`config.mk`:
```
export PLATFORM = sky130hd
export DESIGN_NAME = wb_master_sequencer
export DESIGN_NICKNAME = d
export VERILOG_FILES = /design/src/rtl/wb_master_sequencer.sv
export SDC_FILE = /design/constraint.sdc
export NUM_CORES = 1
export LEC_CHECK = 0
export CORE_ASPECT_RATIO = 0.75
export CORE_MARGIN = 1.5
export CORE_UTILIZATION = 35
export DETAILED_ROUTE_END_ITERATION = 6
export PLACE_DENSITY = 0.77
export RECOVER_POWER = 25
export SETUP_SLACK_MARGIN = 0.15
export SLEW_MARGIN = 10
export SYNTH_ARGS = -nofsm -noshare
export SYNTH_HDL_FRONTEND = slang
export SYNTH_SLANG_ARGS = --single-unit
```
`constraint.sdc`:
```
create_clock -name CLK_I -period 1.4 [get_ports CLK_I]
set_input_delay 0.28 -clock CLK_I [delete_from_list [all_inputs] [get_ports CLK_I]]
set_output_delay 0.28 -clock CLK_I [all_outputs]
set_load 0.1 [all_outputs]
```
`src/rtl/wb_master_sequencer.sv`:
```
// Wishbone classic master, one bus cycle outstanding; optional ACK timeout (WBM_TIMEOUT_EN).
// Latency: STB rises the cycle after the command handshake; response pulse the cycle after ACK.
// Backpressure: CMD_READY_O only in IDLE; responses have no backpressure (one-cycle pulse).
module wb_master_sequencer #(
    parameter int ADDR_W         = 16,
    parameter int DATA_W         = 32,
    parameter int GAP_CYCLES     = 1,
    parameter int TIMEOUT_CYCLES = 255
) (
    input  logic              CLK_I,
    input  logic              RST_I,
    input  logic              CMD_VALID_I,
    output logic              CMD_READY_O,
    input  logic              CMD_WE_I,
    input  logic [ADDR_W-1:0] CMD_ADR_I,
    input  logic [DATA_W-1:0] CMD_DAT_I,
    output logic              RSP_VALID_O,
    output logic [DATA_W-1:0] RSP_DAT_O,
    output logic              RSP_ERR_O,
    output logic              BUSY_O,
    output logic              CYC_O,
    output logic              STB_O,
    output logic              WE_O,
    output logic [ADDR_W-1:0] ADR_O,
    output logic [DATA_W-1:0] DAT_O,
    input  logic [DATA_W-1:0] DAT_I,
    input  logic              ACK_I
);

    // Out-of-range parameters stop elaboration rather than building a broken gap/timeout.
    generate
        if (GAP_CYCLES < 1 || GAP_CYCLES > 15 || TIMEOUT_CYCLES < 2 || TIMEOUT_CYCLES > 65535) begin : g_bad_params
            $error("wb_master_sequencer: GAP_CYCLES must be 1..15 and TIMEOUT_CYCLES 2..65535");
        end
    endgenerate

    typedef enum logic [1:0] {
        ST_IDLE = 2'd0,
        ST_WAIT = 2'd1,
        ST_GAP  = 2'd2
    } state_t;

    localparam logic [3:0] GAP_LOAD = 4'(GAP_CYCLES);

    state_t              state;
    state_t              state_nxt;
    logic                accept;
    logic                ack_hit;
    logic                expire;
    logic                bus_act;
    logic                we_q;
    logic [ADDR_W-1:0]   adr_q;
    logic [DATA_W-1:0]   dat_q;
    logic                rsp_vld_q;
    logic [DATA_W-1:0]   rsp_dat_q;
    logic [3:0]          gap_cnt;

`ifdef WBM_TIMEOUT_EN
    localparam logic [15:0] TO_LAST = 16'(TIMEOUT_CYCLES - 1);
    logic [15:0] to_cnt;
    logic        rsp_err_q;
`endif

    // State register; reset forces IDLE.
    always_ff @(posedge CLK_I) begin
        if (!RST_I) state <= ST_IDLE;
        else        state <= state_nxt;
    end

    // Next-state decode and the per-cycle events that steer the datapath.
    always_comb begin
        state_nxt = state;
        accept    = 1'b0;
        ack_hit   = 1'b0;
        expire    = 1'b0;
        unique case (state)
            ST_IDLE: begin
                if (CMD_VALID_I) begin
                    accept    = 1'b1;
                    state_nxt = ST_WAIT;
                end
            end
            ST_WAIT: begin
                if (ACK_I) begin
                    ack_hit   = 1'b1;
                    state_nxt = ST_GAP;
                end
`ifdef WBM_TIMEOUT_EN
                // A coincident ACK wins over expiry, so expiry is only checked without ACK.
                else if (to_cnt == TO_LAST) begin
                    expire    = 1'b1;
                    state_nxt = ST_GAP;
                end
`endif
            end
            ST_GAP: begin
                if (gap_cnt <= 4'd1) state_nxt = ST_IDLE;
            end
            default: state_nxt = ST_IDLE;
        endcase
    end

    // Bus signalling, response register and gap counter.
    always_ff @(posedge CLK_I) begin
        if (!RST_I) begin
            bus_act   <= 1'b0;
            we_q      <= 1'b0;
            adr_q     <= '0;
            dat_q     <= '0;
            rsp_vld_q <= 1'b0;
            rsp_dat_q <= '0;
            gap_cnt   <= '0;
        end else begin
            rsp_vld_q <= 1'b0;
            if (accept) begin
                we_q    <= CMD_WE_I;
                adr_q   <= CMD_ADR_I;
                dat_q   <= CMD_DAT_I;
                bus_act <= 1'b1;
            end else if (ack_hit) begin
                bus_act   <= 1'b0;
                we_q      <= 1'b0;
                rsp_dat_q <= we_q ? '0 : DAT_I;
                rsp_vld_q <= 1'b1;
                gap_cnt   <= GAP_LOAD;
            end else if (expire) begin
                bus_act   <= 1'b0;
                we_q      <= 1'b0;
                rsp_dat_q <= '0;
                rsp_vld_q <= 1'b1;
                gap_cnt   <= GAP_LOAD;
            end else if (state == ST_GAP) begin
                gap_cnt <= gap_cnt - 4'd1;
            end
        end
    end

`ifdef WBM_TIMEOUT_EN
    // ACK wait counter and error flag; the flag holds until the next response.
    always_ff @(posedge CLK_I) begin
        if (!RST_I) begin
            to_cnt    <= '0;
            rsp_err_q <= 1'b0;
        end else begin
            if (accept)                           to_cnt <= '0;
            else if (state == ST_WAIT && !ACK_I)  to_cnt <= to_cnt + 16'd1;
            if (ack_hit)     rsp_err_q <= 1'b0;
            else if (expire) rsp_err_q <= 1'b1;
        end
    end
    assign RSP_ERR_O = rsp_err_q;
`else
    assign RSP_ERR_O = 1'b0;
`endif

    assign CMD_READY_O = RST_I && (state == ST_IDLE);
    assign BUSY_O      = (state != ST_IDLE);
    assign CYC_O       = bus_act;
    assign STB_O       = bus_act;
    assign WE_O        = we_q;
    assign ADR_O       = adr_q;
    assign DAT_O       = dat_q;
    assign RSP_VALID_O = rsp_vld_q;
    assign RSP_DAT_O   = rsp_dat_q;

endmodule

```
==> metrics.md <==
| Metric | Value |
|---|---|
| Status | complete, but fails checks |
| Failing checks | setup timing |
| Reg2Reg Setup Slack | -0.14 ns |
| Reg2Reg Depth | 6 |
| Clock tree sinks | 89 |
| WP buf/inv | 3 |
| Global-route wire length before repair | 16,900 um |
| Leakage | 2.69 nW |
| Initial antenna violation count | 0 |
| Largest area contributor in the netlist | dfxtp_1 |
| Slew Limit Fails | 0 |
| Hold Path End | DAT_O[1]$_SDFFE_PN0P_ |
| Crit Path Category | reg2reg |
| Worst path required time | 1.61 ns |
| Post-layout minimum cycle time | 1.54 ns |
| Vias/cell | 5.07 |
| Max Cap Viol | 0 |
| # setup viols final | 77 |
| RD Place Congestion | 0.761 |
| Largest net degree at the start of global routing | 48 |
| Yosys reg bits | 89 |
| Worst skew pair latency | 0.33 ns |
| Clock Pin Slew Worst Setup and Hold Paths | 0.06 ns |
| Ant diodes | 0 |
| CP arrival | 1.75 ns |
| Post-Route Utilization | 0.774 |
| RSZ-0062 raised after global routing | true |
| Final worst setup slack | -0.143 ns |
| Max Fclk | 648 MHz |
| CP max stage delay | 0.50 ns |
| Hold Path Cell Cnt | 2 |
| Port bufs | 170 |
| Total GRT Usage | 0.225 |
| Starting DRC count in detailed routing | 188 |
| Full die area | 9430 um2 |
| Top-Level Pins | 172 |
| Primary FF master, synth | dfxtp_1 |
| Setup crit start kind | flop |
| Gr ovfl total | 0 |
| Area of the core | 8530 um2 |
| Most frequent cell after synthesis | nand2_1 |
| Seq/Total Area, Yosys | 0.575 |
| Most frequent cell on the critical path | buf_6 |
| Num CTS Buffers | 9 |
| DRC Markers | 0 |
| Yosys top cell area share | 0.575 |
| CTS Root Cell | clkbuf_16 |
| Num rows | 29 |
| Synthesis-to-finish area growth | 113% |
| Power Density | 1160 nW/um2 |
| Area contributors post-synth | dfxtp_1 57%, nand2_1 12%, a22o_1 9.0% |
| Synthesized area per cell | 9.17 um2 |
| Slowest library cell on the worst path | or3b_4 |
| Post-DP HPWL | 7210 um |
| Syn_nets | 425 |
| Crit. End Element | flop |
| Final std cells w/o fill | 647 |
| WL final | 11,700 um |
| Min-delay src | DAT_O[1]$_SDFFE_PN0P_ |
| Drt pass-1 iters | 4 |
| Die width | 112 um |
| Post-synth cell types | 30 |
| Worst-case clock buffer depth | 2 |
| Cts hold-fix bufs | 0 |
| Post-synthesis cell count | 338 |
| Post-synth EDFFs | 0 |
| Fin. Hold Viols | 0 |
| Total Nets Final | 622 |
| Vias in the first global route | 3,349 |
| Fin crit share | 1.10 |
| Synth async-reset ratio | 0 |
| Synth top cells by count | 99 x nand2_1, 89 x dfxtp_1, 54 x a21oi_1 |
| Reg-to-Reg End | DAT_O[18]$_SDFFE_PN0P_ |
| Vias | 3,281 |
| Hold crit path type | reg2reg |
| H-Tree Depth | 3 |
| Routed Antenna Nets | 0 |
| Cell family with most CP delay | simple AND/OR/NAND/NOR gates |
| # placed instances | 609 |
| Layout cells sized above 1 | 0.369 |
| Cell area after synthesis | 3100 um2 |
| WL per Instance | 18.1 um |
| RR Startpoint | state[1]$_SDFFE_PN0P_ |
| Critical path cell sequence | buf_6 > or3b_4 > buf_6 > buf_16 > nand2_2 > a21oi_1 |
| Starting Density | 0.363 |
| Die Y | 84.5 um |
| CP max FO | 7 |
| Clock skew | 0.00753 ns |
| CTS tree | built |
| Maximum ir drop on the vdd rail | 784 uV |
| Syn. warnings | 0 |
## power by group
group / leakage [nW] / switching [mW] / total (mW) / internal (mW)
logic: 1.81 / 1.49 / 2.50 / 1.02
registers: 0.731 / 0.148 / 2.82 / 2.67
clock network: 0.140 / 0.965 / 2.32 / 1.35
total: 2.69 / 2.60 / 7.64 / 5.04
## cells by family after synthesis
group,after synthesis,synth area share
DFF,89,0.575
adders and majority gates,2,0.00807
muxes,2,0.00646
and+or+nand+nor,117,0.156
other,1,0.00121
AOI/OAI and AO/OA,96,0.200
buffers and inverters,31,0.0533
## metrics by stage
step           setup WS [ns]  hold WS (ns)  setup TNS [ns]  power [mW]  instance area (um2)
2_1_floorplan         -0.222         0.406          -0.357        4.13                 3160
3_3_place_gp          -0.290         0.475          -22.27        5.08                 5900
3_5_place_dp          -0.307         0.483          -22.94        5.12                 5900
4_1_cts               -0.131         0.491           -4.38        7.60                 6480
5_1_grt               -0.176         0.470           -8.90        7.90                 6600
6_report              -0.143         0.454           -5.26        7.64                 6600
## routing by layer
metal | track usage | part of all wire
met1 | 0.253 | 0.39
met2 | 0.425 | 0.54
met3 | 0.0542 | 0.058
met4 | 0.0644 | 0.016
met5 | 0 | 0
## worst max-delay path by stage
stage                              to  cells after the start  slack [ns]                   from
3_3_place_gp        WE_O$_SDFFE_PN0P_                      4       -0.29            CMD_VALID_I
5_1_grt        DAT_O[18]$_SDFFE_PN0P_                      6       -0.18  state[1]$_SDFFE_PN0P_
3_5_place_dp        WE_O$_SDFFE_PN0P_                      4       -0.31            CMD_VALID_I
4_1_cts                   CMD_READY_O                      3       -0.13  state[1]$_SDFFE_PN0P_
6_report       DAT_O[18]$_SDFFE_PN0P_                      6       -0.14  state[1]$_SDFFE_PN0P_
2_1_floorplan             CMD_READY_O                      3       -0.22  state[1]$_SDFFE_PN0P_
## state kept, by name, indices dropped and copies added, names as in the netlist
| name | cells |
|---|---|
| state | 2 |
| WE_O | 1 |
| RSP_DAT_O | 32 |
| ADR_O | 16 |
| DAT_O | 32 |
| CYC_O | 1 |
| RSP_VALID_O | 1 |
| gap_cnt | 4 |
## worst register-to-register path, cell delays in order, from the launching register on
cell and delay (ns):
dfxtp_4 0.35, buf_6 0.12, or3b_4 0.50, buf_6 0.17
buf_16 0.14, nand2_2 0.07, a21oi_1 0.08
## timing repair
action,in CTS,in global routing
pin swaps,4,15
endpoints found under the setup margin,87,85
setup buffers,7,3
gates resized for setup,17,62
cloned,6,7
## final cells by class
cell class                 instances  area [um2]
clock buffer                      12         268
timing repair buffer             212        2980
tap                              108         135
fill                             519        1920
inverter                           5        18.8
sequential                        89        1800
clock inverter                     3        22.5
multi-input combinational        218        1380
## placed cells by master, fill, tap and decap left out, types with 4 or more instances in the layout
master | netlist | layout
clkbuf_4 | 0 | 17
dfxtp_4 | 0 | 4
nand2_1 | 99 | 70
buf_4 | 3 | 13
inv_1 | 4 | 4
a22o_1 | 32 | 32
nor2_1 | 5 | 4
buf_12 | 0 | 74
o21ai_0 | 4 | 4
nand2_2 | 0 | 19
buf_6 | 3 | 11
a21oi_1 | 54 | 43
a21oi_2 | 0 | 11
clkdlybuf4s50_1 | 0 | 82
buf_16 | 0 | 6
clkbuf_16 | 0 | 15
dfxtp_1 | 89 | 83
nand2_4 | 0 | 10
Note: power is estimated with default switching activity, not from simulation.
